[config.mk]
export PLATFORM = sky130hd
export DESIGN_NAME = wb_report_unit
export DESIGN_NICKNAME = d
export VERILOG_FILES = /design/src/rtl/wb_report_unit_pkg.sv /design/src/rtl/wb_report_unit_sync_fifo.sv /design/src/rtl/wb_report_unit.sv
export SDC_FILE = /design/constraint.sdc
export NUM_CORES = 1
export LEC_CHECK = 0
export BUFFER_PORTS_ARGS = -buffer_cell sky130_fd_sc_hd__buf_4
export CAP_MARGIN = 25
export CORE_ASPECT_RATIO = 2
export CORE_MARGIN = 2
export CORE_UTILIZATION = 30
export DETAILED_ROUTE_END_ITERATION = 12
export HOLD_SLACK_MARGIN = 0.15
export PLACE_DENSITY = 0.49
export SYNTH_ARGS = -nofsm -noshare
export SYNTH_HDL_FRONTEND = slang
export SYNTH_HIERARCHICAL = 1
export SYNTH_SLANG_ARGS = --single-unit
[constraint.sdc]
create_clock -name clock -period 6.4 [get_ports clock]
set_input_delay 1.28 -clock clock [delete_from_list [all_inputs] [get_ports clock]]
set_output_delay 1.28 -clock clock [all_outputs]
set_load 0.005 [all_outputs]
[src/rtl/wb_report_unit_pkg.sv]
// rtl/wb_report_unit_pkg.sv - shared constants and helpers for the writeback report unit
//
// Purpose: register-range defaults, entry field widths and the capture filter
//          predicate shared by wb_report_unit and its bench.
// Ports:   none (package).

package wb_report_unit_pkg;

    // Width of a register index field in a reported entry.
    localparam int REG_IDX_W = 5;

    // Width of the core ID presented on to_peripheral.
    localparam int CORE_ID_W = 2;

    // Default reported register window (x10..x17, the argument registers).
    localparam int REG_LO_DEFAULT = 10;
    localparam int REG_HI_DEFAULT = 17;

    // True when a written register index falls inside the reported window.
    // x0 is never reported, even if the window were configured to include it.
    function automatic logic reg_in_range(
        input logic [REG_IDX_W-1:0] idx,
        input logic [REG_IDX_W-1:0] lo,
        input logic [REG_IDX_W-1:0] hi
    );
        return (idx != '0) && (idx >= lo) && (idx <= hi);
    endfunction

endpackage

[src/rtl/wb_report_unit_sync_fifo.sv]
// rtl/wb_report_unit_sync_fifo.sv - single-clock FIFO with full/empty/count status
//
// Purpose: DEPTH-entry first-in first-out buffer. Storage is unreset; pointers
//          and occupancy reset asynchronously. A push into a full FIFO is only
//          accepted when a pop happens in the same cycle.
// Ports:
//   clock  in   single clock
//   reset  in   asynchronous active-low reset
//   clear  in   synchronous flush, beats push and pop
//   push   in   write request
//   pop    in   read request (ignored while empty)
//   wdata  in   WIDTH data to write
//   rdata  out  WIDTH head entry (don't-care while empty)
//   full   out  occupancy == DEPTH
//   empty  out  occupancy == 0
//   count  out  current occupancy

module sync_fifo #(
    parameter int WIDTH = 37,
    parameter int DEPTH = 8
) (
    input  logic                     clock,
    input  logic                     reset,
    input  logic                     clear,
    input  logic                     push,
    input  logic                     pop,
    input  logic [WIDTH-1:0]         wdata,
    output logic [WIDTH-1:0]         rdata,
    output logic                     full,
    output logic                     empty,
    output logic [$clog2(DEPTH):0]   count
);

    localparam int PTR_W = $clog2(DEPTH);
    localparam int CNT_W = PTR_W + 1;
    localparam logic [PTR_W-1:0] PTR_ONE = PTR_W'(1);
    localparam logic [CNT_W-1:0] CNT_ONE = CNT_W'(1);
    localparam logic [CNT_W-1:0] CNT_FULL = CNT_W'(DEPTH);

    logic [WIDTH-1:0] mem [DEPTH];
    logic [PTR_W-1:0] wr_ptr;
    logic [PTR_W-1:0] rd_ptr;
    logic             do_push;
    logic             do_pop;

    assign empty = (count == '0);
    assign full  = (count == CNT_FULL);

    assign do_pop  = pop & ~empty;
    // When full, the pop frees the head slot this edge, which is exactly the
    // slot wr_ptr addresses, so the write and the read never collide.
    assign do_push = push & (~full | do_pop);

    assign rdata = mem[rd_ptr];

    // DEPTH is a power of two, so the pointers wrap from DEPTH-1 to 0 for free.
    always_ff @(posedge clock or negedge reset) begin
        if (!reset) begin
            wr_ptr <= '0;
            rd_ptr <= '0;
            count  <= '0;
        end else if (clear) begin
            wr_ptr <= '0;
            rd_ptr <= '0;
            count  <= '0;
        end else begin
            if (do_push) begin
                wr_ptr <= wr_ptr + PTR_ONE;
            end
            if (do_pop) begin
                rd_ptr <= rd_ptr + PTR_ONE;
            end
            case ({do_push, do_pop})
                2'b10:   count <= count + CNT_ONE;
                2'b01:   count <= count - CNT_ONE;
                default: count <= count;
            endcase
        end
    end

    always_ff @(posedge clock) begin
        if (do_push && !clear) begin
            mem[wr_ptr] <= wdata;
        end
    end

endmodule

[src/rtl/wb_report_unit.sv]
// rtl/wb_report_unit.sv - captures writeback register writes into a report FIFO
//
// Purpose: filters register-file writes to a configured register window,
//          queues {reg, data} entries for a peripheral, and counts captures
//          lost to a full queue.
// Ports:
//   clock                in   single clock
//   reset                in   asynchronous active-low reset
//   enable               in   capture enable
//   clear                in   synchronous flush of FIFO, drop counter, overflow
//   write                in   writeback write strobe
//   write_reg            in   destination register index
//   write_data           in   written value
//   to_peripheral        out  constant core ID
//   to_peripheral_reg    out  head entry register index
//   to_peripheral_data   out  head entry value
//   to_peripheral_valid  out  head entry present
//   to_peripheral_ready  in   consumer takes the head entry
//   fifo_count           out  occupancy
//   overflow             out  sticky: a capture was dropped
//   drop_count           out  saturating count of dropped captures

module wb_report_unit
    import wb_report_unit_pkg::*;
#(
    parameter int CORE       = 0,
    parameter int DATA_WIDTH = 32,
    parameter int REG_LO     = REG_LO_DEFAULT,
    parameter int REG_HI     = REG_HI_DEFAULT,
    parameter int DEPTH      = 8,
    parameter int CNT_WIDTH  = 16
) (
    input  logic                     clock,
    input  logic                     reset,
    input  logic                     enable,
    input  logic                     clear,
    input  logic                     write,
    input  logic [REG_IDX_W-1:0]     write_reg,
    input  logic [DATA_WIDTH-1:0]    write_data,
    output logic [CORE_ID_W-1:0]     to_peripheral,
    output logic [REG_IDX_W-1:0]     to_peripheral_reg,
    output logic [DATA_WIDTH-1:0]    to_peripheral_data,
    output logic                     to_peripheral_valid,
    input  logic                     to_peripheral_ready,
    output logic [$clog2(DEPTH):0]   fifo_count,
    output logic                     overflow,
    output logic [CNT_WIDTH-1:0]     drop_count
);

    localparam int ENTRY_W = REG_IDX_W + DATA_WIDTH;
    localparam logic [REG_IDX_W-1:0] LO = REG_IDX_W'(REG_LO);
    localparam logic [REG_IDX_W-1:0] HI = REG_IDX_W'(REG_HI);
    localparam logic [CNT_WIDTH-1:0] DROP_ONE = CNT_WIDTH'(1);

    logic               capture;
    logic               pop;
    logic               drop;
    logic               fifo_full;
    logic               fifo_empty;
    logic [ENTRY_W-1:0] head;

    assign to_peripheral = CORE_ID_W'(CORE);

    assign capture = enable & write & reg_in_range(write_reg, LO, HI);

    // Valid comes from the registered occupancy, so ready never reaches it.
    assign to_peripheral_valid = ~fifo_empty;
    assign pop  = to_peripheral_valid & to_peripheral_ready;
    assign drop = capture & fifo_full & ~pop;

    assign to_peripheral_reg  = head[ENTRY_W-1 -: REG_IDX_W];
    assign to_peripheral_data = head[DATA_WIDTH-1:0];

    sync_fifo #(
        .WIDTH (ENTRY_W),
        .DEPTH (DEPTH)
    ) u_fifo (
        .clock (clock),
        .reset (reset),
        .clear (clear),
        .push  (capture),
        .pop   (pop),
        .wdata ({write_reg, write_data}),
        .rdata (head),
        .full  (fifo_full),
        .empty (fifo_empty),
        .count (fifo_count)
    );

    always_ff @(posedge clock or negedge reset) begin
        if (!reset) begin
            overflow   <= 1'b0;
            drop_count <= '0;
        end else if (clear) begin
            overflow   <= 1'b0;
            drop_count <= '0;
        end else if (drop) begin
            overflow <= 1'b1;
            if (drop_count != '1) begin
                drop_count <= drop_count + DROP_ONE;
            end
        end
    end

endmodule
==> qor.yml <==
floorplanning:
  die_w_um: 150
  core-area_um2: 42400
  start_util_pct: 30.3
  die_h_um: 297
  num_rows: 107
  top_level_ports: 104
  die_area_um2: 44600
flow_run:
  maxCapViolations: 0
pwr:
  clockPowerShare_pct: 41.3
  p_seq_share_pct: 56.8
  peakVddDrop_v: 0.000191
  power_density_nw_per_um2: 267
  internal_power_uw: 3270
  power_leakage_uw: 0.00491
  swShare_pct: 19.7
  power.net_switching_uw: 799
  power_frac_comb_pct: 2.0
clock_network:
  postCtsSetupRepairBufs: 0
  clock-root-buffer: "clkbuf_16"
  cts_htree_levels: 1
  path_clk_slew_ns: 0.06
  post_cts_resized: 0
  cts_tree: "done"
  numCtsBuffers: 29
  cts_buffer_depth: 3
  ctsHoldBuffers: 0
  insertion_delay_ns: 0.55
  cts_num_sinks: 323
grt:
  first_global_vias: 6966
  grt-ovfl-total: 0
  grt_usage_pct: 12.9
  grt_max_degree: 53
  grt_pass1_wl_um: 42700
  antenna_found_initial: 0
final_layout:
  area.growth.synth_to_final_pct: 18.5
  nNetsFinal: 785
  layout-drive-gt1-share_pct: 38.8
  final_area_um2: 15200
  diodes: 0
logic_synthesis:
  syn_area_um2: 12800
  ys_ff_latch: 323
  synth_area_per_cell_um2: 20.7
  yosysUniqueCellTypes: 54
  yosys_most_used_dff: "edfxtp_1"
  yosysWarnings: 6
  seq_area_frac_synth_pct: 74.4
  synth_top_area_share_pct: 69.2
  synth_top_area_cell: "edfxtp_1"
  syn_inst: 621
  synth.top_cells.by_area: "edfxtp_1 69%, mux4_2 13%, dfrtp_1 5.3%, mux2_2 3.5%, nor2_1 0.61%"
  async_flop_share_pct: 8.36
  synth-edff-count: 296
setup_path:
  cp.arrival_ns: 3.13
  cp_max_fo: 42
  endpoint_kind: "output port"
  cp-start-kind: "flip-flop"
  r2r_start: "u_fifo/count[0]$_DFFE_PN0P_"
  crit_start: "u_fifo/rd_ptr[0]$_DFFE_PN0P_"
  crit_type: "flip-flop to output port"
  worstPathRequired_ns: 5.12
timing:
  finalMaxSlewViolations: 0
  max_freq_mhz: 227
  setup_ws_ns: 1.99
  tightest_slew_ns: 0.932
  max_slew_margin_pct: 37.7
  fin_crit_ns: 4.41
  clock_skew_ns: 0.0223
  rsz0062_at_grt: "false"
  tns_ns: 0
  finalCritPeriodShare_pct: 68.9
  finalSetupViolCount: 0
  hold_violations: 0
placement:
  dp_hpwl_um: 17500
  io_buffers: 101
  gp_congestion: 0.797
  place_ws_ns: 1.79
  placed_area_um2: 14300
routing:
  post-route-drc-count: 0
  firstDrtPassIters: 4
  viasPerCell: 4.80
  vias: 6255
  drtIter0Drc: 387
  drt_wl_total_um: 28300
  detail-route-antenna-nets: 0
  wl_per_cell_um: 21.7
hold_path:
  hold_path.class: "flip-flop to flip-flop"
  min-delay-start: "overflow$_DFFE_PN0P_"
run_status:
  status: "finished, final reports clean"
[worst max-delay path, stage by stage (launching register included)]
cell and delay [ns]:
dfrtp_4 1.02, buf_4 0.51, mux4_2 0.58, mux2_2 0.32, buf_4 0.15
[registers in the layout (all words and copies together), names as in the netlist]
register / cells
u_fifo/mem: 296
u_fifo/rd_ptr: 3
u_fifo/wr_ptr: 3
u_fifo/count: 4
drop_count: 16
overflow: 1
[power groups by stage]
stage               Clock [uW]  Combinational (uW)  Sequential (uW)
finish                    1680                80.1             2310
global placement             0                82.0             2350
CTS                       1730                83.4             2310
floorplan                    0                21.5             2350
detailed placement           0                83.1             2350
global route              1800                89.6             2310
[cell families after synthesis]
kind of cell	share of synthesized area [%]
AO/OA/AOI/OAI	2.20
buffers and inverters	1.66
other	0.0292
XOR/XNOR	0.341
multiplexers	16.9
flip-flops	74.4
AND/OR/NAND/NOR	3.76
adder cells (fa/ha/maj)	0.643
[final cells by class]
cell class / instances / area (um^2)
clock buffers: 38 / 810
clock inverters: 15 / 109
fillers: 3908 / 27200
inverters: 9 / 33.8
multi-input cells: 258 / 3140
flip-flops and latches: 323 / 9570
well taps: 545 / 682
repair buffers: 115 / 883
[layout by cell type (no fill, tap or decap), types with 5 or more instances in the layout]
master	synthesis	layout
nand2_1	10	10
nand3_1	11	11
a21oi_1	14	14
clkinv_1	0	5
nor2_1	21	18
or3_1	5	5
nand4_1	5	5
mux2_2	40	40
buf_4	3	114
o31ai_1	5	5
clkbuf_8	0	5
ha_1	5	5
edfxtp_1	296	296
inv_1	9	9
or4_1	7	7
dfrtp_1	27	24
mux4_2	74	74
clkbuf_16	0	29
[Yosys cell counts, drive strengths merged (4+ instances only)]
library cell    n
o21ai           5
ha              5
nor3            6
nand2          10
or3             5
edfxtp        296
or4             7
nand3          11
buf            17
mux2           42
clkbuf         15
o31ai           5
mux4           74
nand4           5
and3            4
nor2           22
inv             9
a21oi          14
dfrtp          27
nor2b           4
[path summary, 6_finish.rpt]
kind | cells after the start | slack, ns | to
setup / recovery | 4 | 1.99 | to_peripheral_data[28]
hold / removal | 2 | 0.52 | overflow$_DFFE_PN0P_
setup reg to reg | 7 | 3.13 | u_fifo/mem[7][19]$_DFFE_PP_
hold reg to reg | 2 | 0.52 | overflow$_DFFE_PN0P_
max in group asynchronous | 1 | 5.43 | u_fifo/rd_ptr[0]$_DFFE_PN0P_
min in group asynchronous | 1 | 0.65 | drop_count[5]$_DFFE_PN0P_
[layer usage]
metal | track usage (%) | share of wire (%) | vias up
met5 | 0 | 0 | -
met4 | 4.10 | 2.5 | 0
met3 | 2.33 | 4.6 | 46
met2 | 25.5 | 58 | 147
met1 | 13.3 | 35 | 3285
li1 | - | - | 2777
[per-stage QoR]
step / cells / power (uW) / hold slack [ns] / util (%)
after floorplan: 622 / 2380 / 0.511 / -
after global placement: 1249 / 2440 / 0.510 / 33.6
after detailed placement: 1249 / 2440 / 0.510 / 33.6
after CTS: 1302 / 4130 / 0.522 / 35.8
after global routing: 1303 / 4200 / 0.532 / 35.9
final: 1303 / 4070 / 0.521 / 35.9
No activity file was read; power rests on OpenSTA's default activity.
